File: src/rtl/fetch_stage_pkg.sv
// Shared definitions for the instruction-fetch stage: next-PC select codes,
// address map constants and the fault-range helper.
package fetch_stage_pkg;

    typedef enum logic [1:0] {
        NPC_SEQ = 2'b00,
        NPC_BR  = 2'b01,
        NPC_J   = 2'b10,
        NPC_JR  = 2'b11
    } npc_op_e;

    localparam logic [31:0] RESET_PC   = 32'h0000_3000;
    localparam logic [31:0] EXC_VECTOR = 32'h0000_4180;
    localparam int          IM_WORDS   = 4096;
    localparam logic [31:0] NOP        = 32'h0000_0000;

    // A fetch faults when the word address is misaligned or falls outside the ROM window.
    function automatic logic is_fetch_fault(input logic [31:0] pc,
                                            input logic [31:0] first,
                                            input logic [31:0] last);
        return (pc[1:0] != 2'b00) || (pc < first) || (pc > last);
    endfunction

endpackage

File: src/rtl/fetch_stage_if.sv
// Bundle of the fetch stage's ROM, hazard-unit, ID-redirect and IF/ID signals.
// The master side is the fetch stage; the slave side is its surroundings.
interface fetch_stage_if;
    import fetch_stage_pkg::*;

    logic        stall;
    logic        exc_req;
    npc_op_e     npc_op;
    logic        br_cond;
    logic [15:0] imm16;
    logic [25:0] instr_index;
    logic [31:0] jr_target;
    logic [31:0] instr_f;

    logic [31:0] pc_f;
    logic [31:0] instr_d;
    logic [31:0] pc_d;
    logic [31:0] pc8_d;
    logic        valid_d;
    logic        fault_d;

    modport master (
        input  stall, exc_req, npc_op, br_cond, imm16, instr_index, jr_target, instr_f,
        output pc_f, instr_d, pc_d, pc8_d, valid_d, fault_d
    );

    modport slave (
        output stall, exc_req, npc_op, br_cond, imm16, instr_index, jr_target, instr_f,
        input  pc_f, instr_d, pc_d, pc8_d, valid_d, fault_d
    );

endinterface

File: src/rtl/fetch_stage_npc_calc.sv
// Combinational next-PC selection. Redirect targets are formed relative to the
// instruction sitting in ID, so the delay slot already in IF is never squashed.
module npc_calc
    import fetch_stage_pkg::*;
(
    input  logic [31:0] pc_f,
    input  logic [31:0] pc_d,
    input  logic        valid_d,
    input  npc_op_e     npc_op,
    input  logic        br_cond,
    input  logic [15:0] imm16,
    input  logic [25:0] instr_index,
    input  logic [31:0] jr_target,
    output logic [31:0] npc
);

    logic [31:0] seq_pc;
    logic [31:0] pc_d4;
    logic [31:0] br_pc;
    logic [31:0] j_pc;

    assign seq_pc = pc_f + 32'd4;
    assign pc_d4  = pc_d + 32'd4;
    assign br_pc  = pc_d4 + {{14{imm16[15]}}, imm16, 2'b00};
    assign j_pc   = {pc_d4[31:28], instr_index, 2'b00};

    // A bubble in ID carries no decision, so its npc_op is ignored.
    always_comb begin
        npc = seq_pc;
        if (valid_d) begin
            case (npc_op)
                NPC_BR:  npc = br_cond ? br_pc : seq_pc;
                NPC_J:   npc = j_pc;
                NPC_JR:  npc = jr_target;
                default: npc = seq_pc;
            endcase
        end
    end

endmodule

File: src/rtl/fetch_stage.sv
// Instruction-fetch stage: program counter, fetch-fault tagging and the IF/ID
// pipeline register feeding decode.
module fetch_stage #(
    parameter logic [31:0] RESET_PC   = fetch_stage_pkg::RESET_PC,
    parameter int          IM_WORDS   = fetch_stage_pkg::IM_WORDS,
    parameter logic [31:0] EXC_VECTOR = fetch_stage_pkg::EXC_VECTOR
) (
    input  logic          clk,
    input  logic          reset,
    fetch_stage_if.master fif
);
    import fetch_stage_pkg::*;

    localparam logic [31:0] PC_LAST = RESET_PC + 32'(4 * IM_WORDS) - 32'd4;

    logic [31:0] pc_f;
    logic [31:0] instr_d;
    logic [31:0] pc_d;
    logic        valid_d;
    logic        fault_d;
    logic [31:0] npc;
    logic        fault_f;

    npc_calc u_npc_calc (
        .pc_f        (pc_f),
        .pc_d        (pc_d),
        .valid_d     (valid_d),
        .npc_op      (fif.npc_op),
        .br_cond     (fif.br_cond),
        .imm16       (fif.imm16),
        .instr_index (fif.instr_index),
        .jr_target   (fif.jr_target),
        .npc         (npc)
    );

    assign fault_f = is_fetch_fault(pc_f, RESET_PC, PC_LAST);

    // Priority reset > exception > stall > normal advance; a stalled redirect is
    // dropped because ID re-presents it once the stall clears.
    always_ff @(posedge clk) begin
        if (reset) begin
            pc_f    <= RESET_PC;
            instr_d <= NOP;
            pc_d    <= 32'd0;
            valid_d <= 1'b0;
            fault_d <= 1'b0;
        end else if (fif.exc_req) begin
            pc_f    <= EXC_VECTOR;
            instr_d <= NOP;
            pc_d    <= 32'd0;
            valid_d <= 1'b0;
            fault_d <= 1'b0;
        end else if (!fif.stall) begin
            pc_f    <= npc;
            instr_d <= fault_f ? NOP : fif.instr_f;
            pc_d    <= pc_f;
            valid_d <= 1'b1;
            fault_d <= fault_f;
        end
    end

    assign fif.pc_f    = pc_f;
    assign fif.instr_d = instr_d;
    assign fif.pc_d    = pc_d;
    assign fif.pc8_d   = pc_d + 32'd8;
    assign fif.valid_d = valid_d;
    assign fif.fault_d = fault_d;

endmodule

File: src/flat_wrapper.sv
// flat-port wrapper written by rule: the top's interface ports become plain ports
module fetch_stage_flat import fetch_stage_pkg::*;
#(
    parameter logic [31:0] RESET_PC   = fetch_stage_pkg::RESET_PC,
    parameter int          IM_WORDS   = fetch_stage_pkg::IM_WORDS,
    parameter logic [31:0] EXC_VECTOR = fetch_stage_pkg::EXC_VECTOR
)
  (clk, reset, fif_stall, fif_exc_req, fif_npc_op, fif_br_cond, fif_imm16, fif_instr_index, fif_jr_target, fif_instr_f, fif_pc_f, fif_instr_d, fif_pc_d, fif_pc8_d, fif_valid_d, fif_fault_d);
  fetch_stage_if fif_i ();
  input  logic clk;
  input  logic reset;
  input wire logic [$bits(fif_i.stall)-1:0] fif_stall;
  input wire logic [$bits(fif_i.exc_req)-1:0] fif_exc_req;
  input wire logic [$bits(fif_i.npc_op)-1:0] fif_npc_op;
  input wire logic [$bits(fif_i.br_cond)-1:0] fif_br_cond;
  input wire logic [$bits(fif_i.imm16)-1:0] fif_imm16;
  input wire logic [$bits(fif_i.instr_index)-1:0] fif_instr_index;
  input wire logic [$bits(fif_i.jr_target)-1:0] fif_jr_target;
  input wire logic [$bits(fif_i.instr_f)-1:0] fif_instr_f;
  output wire logic [$bits(fif_i.pc_f)-1:0] fif_pc_f;
  output wire logic [$bits(fif_i.instr_d)-1:0] fif_instr_d;
  output wire logic [$bits(fif_i.pc_d)-1:0] fif_pc_d;
  output wire logic [$bits(fif_i.pc8_d)-1:0] fif_pc8_d;
  output wire logic [$bits(fif_i.valid_d)-1:0] fif_valid_d;
  output wire logic [$bits(fif_i.fault_d)-1:0] fif_fault_d;
  assign fif_i.stall = fif_stall;
  assign fif_i.exc_req = fif_exc_req;
  assign fif_i.npc_op = fif_npc_op;
  assign fif_i.br_cond = fif_br_cond;
  assign fif_i.imm16 = fif_imm16;
  assign fif_i.instr_index = fif_instr_index;
  assign fif_i.jr_target = fif_jr_target;
  assign fif_i.instr_f = fif_instr_f;
  assign fif_pc_f = fif_i.pc_f;
  assign fif_instr_d = fif_i.instr_d;
  assign fif_pc_d = fif_i.pc_d;
  assign fif_pc8_d = fif_i.pc8_d;
  assign fif_valid_d = fif_i.valid_d;
  assign fif_fault_d = fif_i.fault_d;
  fetch_stage #(.RESET_PC(RESET_PC), .IM_WORDS(IM_WORDS), .EXC_VECTOR(EXC_VECTOR)) u_core (.clk(clk), .reset(reset), .fif(fif_i));
endmodule
File: config.mk
export PLATFORM = sky130hd
export DESIGN_NAME = fetch_stage_flat
export DESIGN_NICKNAME = d
export VERILOG_FILES = /design/src/rtl/fetch_stage_pkg.sv /design/src/rtl/fetch_stage_if.sv /design/src/rtl/fetch_stage_npc_calc.sv /design/src/rtl/fetch_stage.sv /design/src/flat_wrapper.sv
export SDC_FILE = /design/constraint.sdc
export NUM_CORES = 1
export LEC_CHECK = 0
export CORE_UTILIZATION = 55
export DETAILED_ROUTE_END_ITERATION = 7
export DONT_BUFFER_PORTS = 1
export PLACE_DENSITY = 0.81
export SYNTH_ARGS = -nofsm -noshare
export SYNTH_HDL_FRONTEND = slang
export SYNTH_HIERARCHICAL = 1
export SYNTH_SLANG_ARGS = --single-unit
File: constraint.sdc
create_clock -name clk -period 5.1 [get_ports clk]
set_input_delay 0.51 -clock clk [delete_from_list [all_inputs] [get_ports clk]]
set_output_delay 0.51 -clock clk [all_outputs]
set_load 0.005 [all_outputs]
==> metrics.txt, run 1 <==
# TYPE chip_impl_metric gauge
chip_impl_info{name="status",value="complete, no violations"} 1
chip_impl_metric{name="grt_max_degree",unit=""} 103
chip_impl_metric{name="cp_arrival",unit="ns"} 4.57
chip_impl_metric{name="die_width",unit="µm"} 124.0
chip_impl_metric{name="synth_top_area_frac",unit=""} 0.2397
chip_impl_metric{name="first_global_vias",unit=""} 7298
chip_impl_metric{name="vias",unit=""} 8351
chip_impl_metric{name="areal_power_density_over_the_cells",unit="mW/mm²"} 209.0
chip_impl_metric{name="grt_overflow_total",unit=""} 0
chip_impl_info{name="start_kind",value="register"} 1
chip_impl_metric{name="final_report_max_slew_violation_count",unit=""} 0
chip_impl_metric{name="cts.sink_count",unit=""} 98
chip_impl_metric{name="reg2reg_slack",unit="ns"} 0.82
chip_impl_metric{name="clock_insertion_delay_worst_skew",unit="ns"} 0.36
chip_impl_metric{name="dr.first_iter.drc_count",unit=""} 1049
chip_impl_metric{name="sequential_cell_area",unit="mm²"} 0.001962
chip_impl_metric{name="yosysUniqueCellTypes",unit=""} 76
chip_impl_metric{name="setup_violations",unit=""} 0
chip_impl_metric{name="finalPower",unit="mW"} 1.773
chip_impl_metric{name="synthToLayoutAreaGrowth",unit="%"} 3.654
chip_impl_metric{name="h-tree-depth",unit=""} 3
chip_impl_info{name="cts_tree",value="built"} 1
chip_impl_info{name="min_path_type",value="in -> reg"} 1
chip_impl_metric{name="async_reset_ff_frac",unit=""} 0
chip_impl_metric{name="hold_ws",unit="ns"} 0.2188
chip_impl_metric{name="clock_skew",unit="ns"} 0.01151
chip_impl_metric{name="drive_gt1_frac",unit=""} 0.04259
chip_impl_metric{name="die_h",unit="µm"} 124.0
chip_impl_metric{name="synthesis.area",unit="mm²"} 0.008184
chip_impl_metric{name="synth.ff_latch_count",unit=""} 98
chip_impl_metric{name="design.portCount",unit=""} 243
chip_impl_info{name="critical_path.endpoint_type",value="register"} 1
chip_impl_metric{name="leakage",unit="nW"} 3.301
chip_impl_metric{name="peak_vdd_ir",unit="µV"} 235.3
chip_impl_info{name="synth_area_leaders",value="dfxtp_1 (24%), mux2i_1 (8.2%), xnor2_1 (7.6%), ha_1 (5.7%), nor2_1 (5.2%)"} 1
chip_impl_metric{name="hold_violations",unit=""} 0
chip_impl_info{name="synthDominantAreaCellType",value="dfxtp_1"} 1
chip_impl_metric{name="number_of_enable_type_register_cells_in_the_synthesized_netlist",unit=""} 0
chip_impl_metric{name="vias_per_cell",unit=""} 6.851
chip_impl_metric{name="drt_drc_violations_left",unit=""} 0
chip_impl_metric{name="finish.net_count",unit=""} 1179
chip_impl_metric{name="route.final.wire_length",unit="µm"} 27410
chip_impl_metric{name="synth.avg_cell_area",unit="µm²"} 7.613
chip_impl_info{name="synth_top_cells_by_count",value="nor2_1 (114), nand2_1 (111), dfxtp_1 (98), a21oi_1 (81), xnor2_1 (71)"} 1
chip_impl_metric{name="tightestPinTransition",unit="ns"} 1.184
chip_impl_info{name="grt_setup_unrepaired",value="false"} 1
chip_impl_metric{name="initial_core_utilization",unit=""} 0.5631
chip_impl_metric{name="grt_first_pass_wirelength",unit="µm"} 40030
chip_impl_metric{name="synth.yosys.warnings",unit=""} 6
chip_impl_metric{name="final_period_minus_worst_setup_slack",unit="ns"} 4.280
chip_impl_metric{name="grt_antenna_before_repair",unit=""} 1
chip_impl_metric{name="post_cts_buffers",unit=""} 0
chip_impl_metric{name="multi_input_combinational_cell_area",unit="mm²"} 0.005823
chip_impl_metric{name="post-route-period-util",unit=""} 0.8393
chip_impl_info{name="path_cells",value="nand4_1 -> or3_1 -> nor2_2 -> nand3_1 -> nor2_1 -> xor2_1 -> ha_1 -> a21oi_1 -> o21bai_1 -> a21o_1 -> a2111o_1 -> o311ai_0 -> mux2i_1 -> a22oi_1 -> a32oi_1 -> mux2i_1 -> nor2_1"} 1
chip_impl_metric{name="clock_input_transition_at_the_sequential_cells_of_the_worst_setup_and_hold_paths",unit="ns"} 0.08
chip_impl_metric{name="die_area",unit="mm²"} 0.01537
chip_impl_metric{name="cts_resized",unit=""} 0
chip_impl_metric{name="slowest_delay",unit="ns"} 0.56
chip_impl_metric{name="track_usage",unit=""} 0.3444
chip_impl_info{name="cts-root-buf",value="clkbuf_16"} 1
chip_impl_metric{name="critical_path_required",unit="ns"} 5.39
chip_impl_metric{name="setup-tns-final",unit="ns"} 0
chip_impl_info{name="critPathSlowestCell",value="dfxtp_1"} 1
chip_impl_metric{name="tritoncts_buffer_count",unit=""} 9
chip_impl_metric{name="buffer_ports.inserted",unit=""} 0
chip_impl_info{name="worstSetupPathType",value="reg -> reg"} 1
chip_impl_metric{name="gp_routability_congestion",unit=""} 1.007
chip_impl_metric{name="cap_violations",unit=""} 0
chip_impl_metric{name="fin_util",unit=""} 0.5837
chip_impl_info{name="yosys_most_used_dff",value="dfxtp_1"} 1
chip_impl_metric{name="maxClockFrequency",unit="GHz"} 0.2336
chip_impl_info{name="synth_most_common_cell",value="nor2_1"} 1
chip_impl_metric{name="core-area",unit="mm²"} 0.01453
chip_impl_metric{name="syn_inst",unit=""} 1075
chip_impl_metric{name="ys_seq_area_frac",unit=""} 0.2397
chip_impl_metric{name="wl_per_cell",unit="µm"} 22.48
chip_impl_metric{name="ctsHoldBuffers",unit=""} 0
chip_impl_metric{name="critPathMaxFanout",unit=""} 10
chip_impl_metric{name="clock_tree.buffer_depth",unit=""} 2
chip_impl_metric{name="detailedPlacementHpwl",unit="µm"} 20150
chip_impl_metric{name="mappedNetlistNets",unit=""} 1226
chip_impl_metric{name="buffers_plus_inverters_on_the_worst_setup_path",unit=""} 0
chip_impl_info{name="critical_path.top_delay_family",value="simple AND/OR/NAND/NOR gates"} 1
chip_impl_metric{name="remaining_antenna_violation_count_after_routing",unit=""} 0
chip_impl_metric{name="num-fill-cells",unit=""} 1367
chip_impl_metric{name="fp-row-count",unit=""} 44
chip_impl_metric{name="timing.max_slew.rel_slack",unit=""} 0.2110
chip_impl_metric{name="drt_first_pass_iters",unit=""} 6
## logic make-up (layout without fill, tap and decap cells)
family / count (synthesis) / after routing / synth area share
buffers and inverters: 94 / 52 / 0.04969
DFF: 98 / 98 / 0.2397
and+or+nand+nor: 428 / 428 / 0.2602
adders and majority gates: 38 / 38 / 0.05901
xor gates and xnor gates: 107 / 107 / 0.1145
AOI/OAI and AO/OA: 242 / 242 / 0.1936
muxes: 68 / 68 / 0.08332
other: 0 / 2 / 0
## state kept, by name, summed over array words and instances, names as in the netlist
name and count:
u_core/fif.instr_d 32, u_core/fif.pc_d 32, u_core/fif.valid_d 1, u_core/fif.pc_f 32, u_core/fif.fault_d 1
## cells in the final DEF (no fill, tap or decap), drive strengths merged, types with 4 or more instances in the layout
| master | instances |
|---|---|
| a31oi | 9 |
| or3 | 5 |
| nor3 | 21 |
| nor2 | 116 |
| o22ai | 8 |
| o211ai | 4 |
| nand2b | 5 |
| ha | 37 |
| a21oi | 82 |
| a21o | 18 |
| o21a | 5 |
| o31a | 4 |
| nand3 | 43 |
| a211oi | 10 |
| nor4 | 7 |
| a32oi | 4 |
| xor2 | 36 |
| buf | 7 |
| nand2 | 111 |
| xnor2 | 71 |
| mux2i | 67 |
| inv | 34 |
| a22oi | 12 |
| dfxtp | 98 |
| nor2b | 11 |
| o221ai | 4 |
| nand4 | 61 |
| o21bai | 8 |
| and3 | 21 |
| clkbuf | 9 |
| o21ai | 44 |
| and4 | 11 |
| and2 | 5 |
## final timing paths
| path | cells after the start | to | from |
|---|---|---|---|
| setup reg to reg | 17 | u_core/fif.pc_f[28] | u_core/fif.pc_d[8] |
| hold reg to reg | 2 | u_core/fif.instr_d[4] | u_core/fif.instr_d[4] |
| hold / removal | 1 | u_core/fif.pc_f[7] | reset |
| setup / recovery | 17 | u_core/fif.pc_f[28] | u_core/fif.pc_d[8] |
## stage by stage
step / cells / worst slack (ns) / area, µm²
after floorplan: 1075 / 1.476 / 8184
after global placement: 1201 / 1.068 / 8177
after detailed placement: 1201 / 0.9129 / 8177
after CTS: 1217 / 0.8900 / 8478
after global routing: 1217 / 0.4836 / 8478
final: 1219 / 0.8196 / 8483
## metal layers
layer  up-vias  track usage  wire length, µm
met3        89      0.07967             3157
met4         2       0.1615             1146
met2       570       0.5253            12050
met5         -            0               13
met1      3890       0.4581            11040
li1       3800            -                -
## area by class of cell
| cell class | instances | area share |
|---|---|---|
| antenna | 2 | 0.0005900 |
| tap | 184 | 0.02714 |
| multi-input combinational | 883 | 0.6864 |
| clock buffer | 9 | 0.02655 |
| timing repair buffer | 7 | 0.006195 |
| sequential | 98 | 0.2313 |
| clock inverter | 7 | 0.008997 |
| inverter | 29 | 0.01283 |
## power by group
group          internal, mW  switching, mW
logic                 0.101          0.165
clock network         0.350          0.348
registers             0.780         0.0281
total                  1.23          0.541
(Power assumes the default switching activity.)
==> run 2: changes to the inputs <==
PLACE_DENSITY = 0.84   (was 0.81)
clock period = 3.8 ns   (was 5.1 ns; I/O delays follow)
==> run 2 against run 1 <==
Net effect:
- combinational power is 39% higher
- fmax is 18% higher
- clock skew is 0.0017 ns higher
- non-clock buffer count is 30 higher
- largest cell class unchanged
- highest routed layer is now met4
==> metrics.txt, run 2 (synthesis results as in run 1) <==
# TYPE chip_impl_metric gauge
chip_impl_metric{name="finish.net_count",unit=""} 1209
chip_impl_metric{name="cell_internal_pwr",unit="mW"} 1.660
chip_impl_metric{name="fin_util",unit=""} 0.6024
chip_impl_metric{name="grt_max_degree",unit=""} 103
chip_impl_metric{name="tritoncts_buffer_count",unit=""} 9
chip_impl_metric{name="core-area",unit="mm²"} 0.01453
chip_impl_metric{name="areal_power_density_over_the_cells",unit="mW/mm²"} 273.2
chip_impl_metric{name="h-tree-depth",unit=""} 3
chip_impl_metric{name="fp-row-count",unit=""} 44
chip_impl_metric{name="hold_violations",unit=""} 0
chip_impl_info{name="cts_tree",value="built"} 1
chip_impl_metric{name="drt_first_pass_iters",unit=""} 6
chip_impl_metric{name="timing.max_slew.rel_slack",unit=""} 0.2097
chip_impl_metric{name="route.final.wire_length",unit="µm"} 26870
chip_impl_metric{name="final_period_minus_worst_setup_slack",unit="ns"} 3.631
chip_impl_info{name="final_cell_mix",value="nor2_1 (112), nand2_1 (111), dfxtp_1 (98)"} 1
chip_impl_metric{name="maxClockFrequency",unit="GHz"} 0.2754
chip_impl_metric{name="wl_per_cell",unit="µm"} 21.53
chip_impl_metric{name="clock_input_transition_at_the_sequential_cells_of_the_worst_setup_and_hold_paths",unit="ns"} 0.08
chip_impl_metric{name="remaining_antenna_violation_count_after_routing",unit=""} 0
chip_impl_info{name="worstSetupPathType",value="reg -> reg"} 1
chip_impl_info{name="critical_path.endpoint_type",value="register"} 1
chip_impl_metric{name="peak_vdd_ir",unit="µV"} 265.5
chip_impl_metric{name="design_area",unit="mm²"} 0.008756
chip_impl_metric{name="die_area",unit="mm²"} 0.01537
chip_impl_metric{name="grt_antenna_before_repair",unit=""} 0
chip_impl_metric{name="initial_core_utilization",unit=""} 0.5631
chip_impl_metric{name="detailedPlacementHpwl",unit="µm"} 19780
chip_impl_metric{name="drt_drc_violations_left",unit=""} 0
chip_impl_info{name="min_path_type",value="in -> reg"} 1
chip_impl_metric{name="dpl-instance-area",unit="mm²"} 0.008402
chip_impl_metric{name="grt_overflow_total",unit=""} 0
chip_impl_metric{name="buffer_ports.inserted",unit=""} 0
chip_impl_metric{name="track_usage",unit=""} 0.3365
chip_impl_info{name="grt_setup_unrepaired",value="false"} 1
chip_impl_metric{name="tightestPinTransition",unit="ns"} 1.185
chip_impl_metric{name="buffers_plus_inverters_on_the_worst_setup_path",unit=""} 0
chip_impl_metric{name="leakage",unit="nW"} 3.460
chip_impl_metric{name="cts.sink_count",unit=""} 98
chip_impl_metric{name="num-fill-cells",unit=""} 1324
chip_impl_metric{name="drive_gt1_frac",unit=""} 0.07714
chip_impl_info{name="start_kind",value="register"} 1
chip_impl_metric{name="grt_first_pass_wirelength",unit="µm"} 39380
chip_impl_metric{name="switching_share",unit=""} 0.3060
chip_impl_metric{name="seq_power_share",unit=""} 0.451
chip_impl_info{name="largest_registers",value="u_core/fif.instr_d x32, u_core/fif.pc_d x32, u_core/fif.pc_f x32"} 1
chip_impl_metric{name="share_of_power_burned_in_the_clock_network",unit=""} 0.394
chip_impl_info{name="layout_commonest_cell",value="nor2_1"} 1
chip_impl_metric{name="layout.cells.non_filler",unit=""} 1248
chip_impl_metric{name="cp_arrival",unit="ns"} 3.85
chip_impl_metric{name="dr.first_iter.drc_count",unit=""} 1120
chip_impl_metric{name="post-route-period-util",unit=""} 0.9556
chip_impl_metric{name="vias_per_cell",unit=""} 6.655
chip_impl_metric{name="critical_path_required",unit="ns"} 4.01
chip_impl_info{name="critical_path.top_delay_family",value="compound AO/OA/AOI/OAI gates"} 1
chip_impl_metric{name="cap_violations",unit=""} 0
chip_impl_info{name="path_cells",value="and4_1 -> and3_1 -> nand2_1 -> xnor2_1 -> ha_1 -> and2_1 -> a221o_1 -> a21oi_4 -> o211ai_4 -> a21o_2 -> a21oi_1 -> xor2_1 -> o221ai_1 -> mux2i_1 -> nor2_1"} 1
chip_impl_metric{name="slowest_delay",unit="ns"} 0.35
chip_impl_info{name="cts-root-buf",value="clkbuf_16"} 1
chip_impl_metric{name="final_report_max_slew_violation_count",unit=""} 0
chip_impl_metric{name="die_width",unit="µm"} 124.0
chip_impl_metric{name="first_global_vias",unit=""} 7330
chip_impl_metric{name="synthToLayoutAreaGrowth",unit="%"} 6.987
chip_impl_metric{name="design.portCount",unit=""} 243
chip_impl_metric{name="gp_routability_congestion",unit=""} 0.9844
chip_impl_metric{name="vias",unit=""} 8305
chip_impl_metric{name="hold_ws",unit="ns"} 0.09222
chip_impl_metric{name="critPathMaxFanout",unit=""} 6
chip_impl_metric{name="die_h",unit="µm"} 124.0
chip_impl_info{name="status",value="complete, no violations"} 1
chip_impl_info{name="critPathSlowestCell",value="xor2_1"} 1
chip_impl_metric{name="setup_violations",unit=""} 0
chip_impl_metric{name="clock_skew",unit="ns"} 0.01325
chip_impl_metric{name="setup-tns-final",unit="ns"} 0
chip_impl_metric{name="clock_insertion_delay_worst_skew",unit="ns"} 0.36
chip_impl_metric{name="comb_power_share",unit=""} 0.155
chip_impl_metric{name="power.switching",unit="mW"} 0.7320
chip_impl_metric{name="dpl.cell_count",unit=""} 1231
chip_impl_metric{name="clock_tree.buffer_depth",unit=""} 2
==> run 2: cell count changes in the layout (fill, tap and decap cells not counted), sizes merged <==
cell,delta
buf,+30
clkinv,+2
diode,-1
inv,-2
==> run 2: power by group through the flow <==
stage,registers [mW],logic (mW),clock network [mW]
2_1_floorplan,1.10,0.312,0
3_3_place_gp,1.10,0.352,0
3_5_place_dp,1.10,0.354,0
4_1_cts,1.08,0.356,0.947
5_1_grt,1.08,0.399,0.981
6_report,1.08,0.370,0.943
==> run 2: repair_timing <==
item	4_1_cts	5_1_grt
endpoints found under the setup margin	0	8
hold buffers	0	0
buffers inserted	0	0
resized for setup	0	13
==> run 2: routing by layer <==
metal | GRT usage | wire length, µm | vias up
met5 | 0 | 0 | -
met3 | 0.05632 | 3161 | 81
li1 | - | - | 3860
met2 | 0.5146 | 11950 | 515
met1 | 0.4592 | 10710 | 3849
met4 | 0.1600 | 1046 | 0
==> run 2: stage by stage <==
stage               setup WS [ns]  total power, mW
detailed placement         0.1019            1.457
global placement           0.2311            1.455
global route            0.0007332            2.462
floorplan                  0.1760            1.407
finish                     0.1688            2.392
CTS                       0.08779            2.382
==> run 2: final cells by class <==
cell class / instances / area, µm² / area share
multi-input combinational: 883 / 5868 / 0.6702
sequential: 98 / 1962 / 0.2241
timing repair buffer: 37 / 277.8 / 0.03172
tap: 184 / 230.2 / 0.02629
clock buffer: 9 / 225.2 / 0.02572
inverter: 29 / 108.9 / 0.01243
clock inverter: 7 / 81.33 / 0.009288
antenna: 1 / 2.502 / 0.0002858
==> run 2: worst register-to-register path, delay by kind of cell (launching register included) <==
family / cells / cell delay, ns
AO/OA/AOI/OAI: 6 / 1.26
XOR/XNOR: 2 / 0.48
adder cells (fa/ha/maj): 1 / 0.34
flip-flops: 1 / 0.33
multiplexers: 1 / 0.17
AND/OR/NAND/NOR: 5 / 0.91
==> run 2: worst paths after layout <==
| path | startpoint | end | slack, ns | depth (start not counted) |
|---|---|---|---|---|
| max | u_core/fif.pc_d[5] | u_core/fif.pc_f[17] | 0.17 | 15 |
| min | reset | u_core/fif.pc_f[8] | 0.09 | 1 |
| max reg2reg | u_core/fif.pc_d[5] | u_core/fif.pc_f[17] | 0.17 | 15 |
| min reg2reg | u_core/fif.instr_d[8] | u_core/fif.instr_d[8] | 0.48 | 2 |
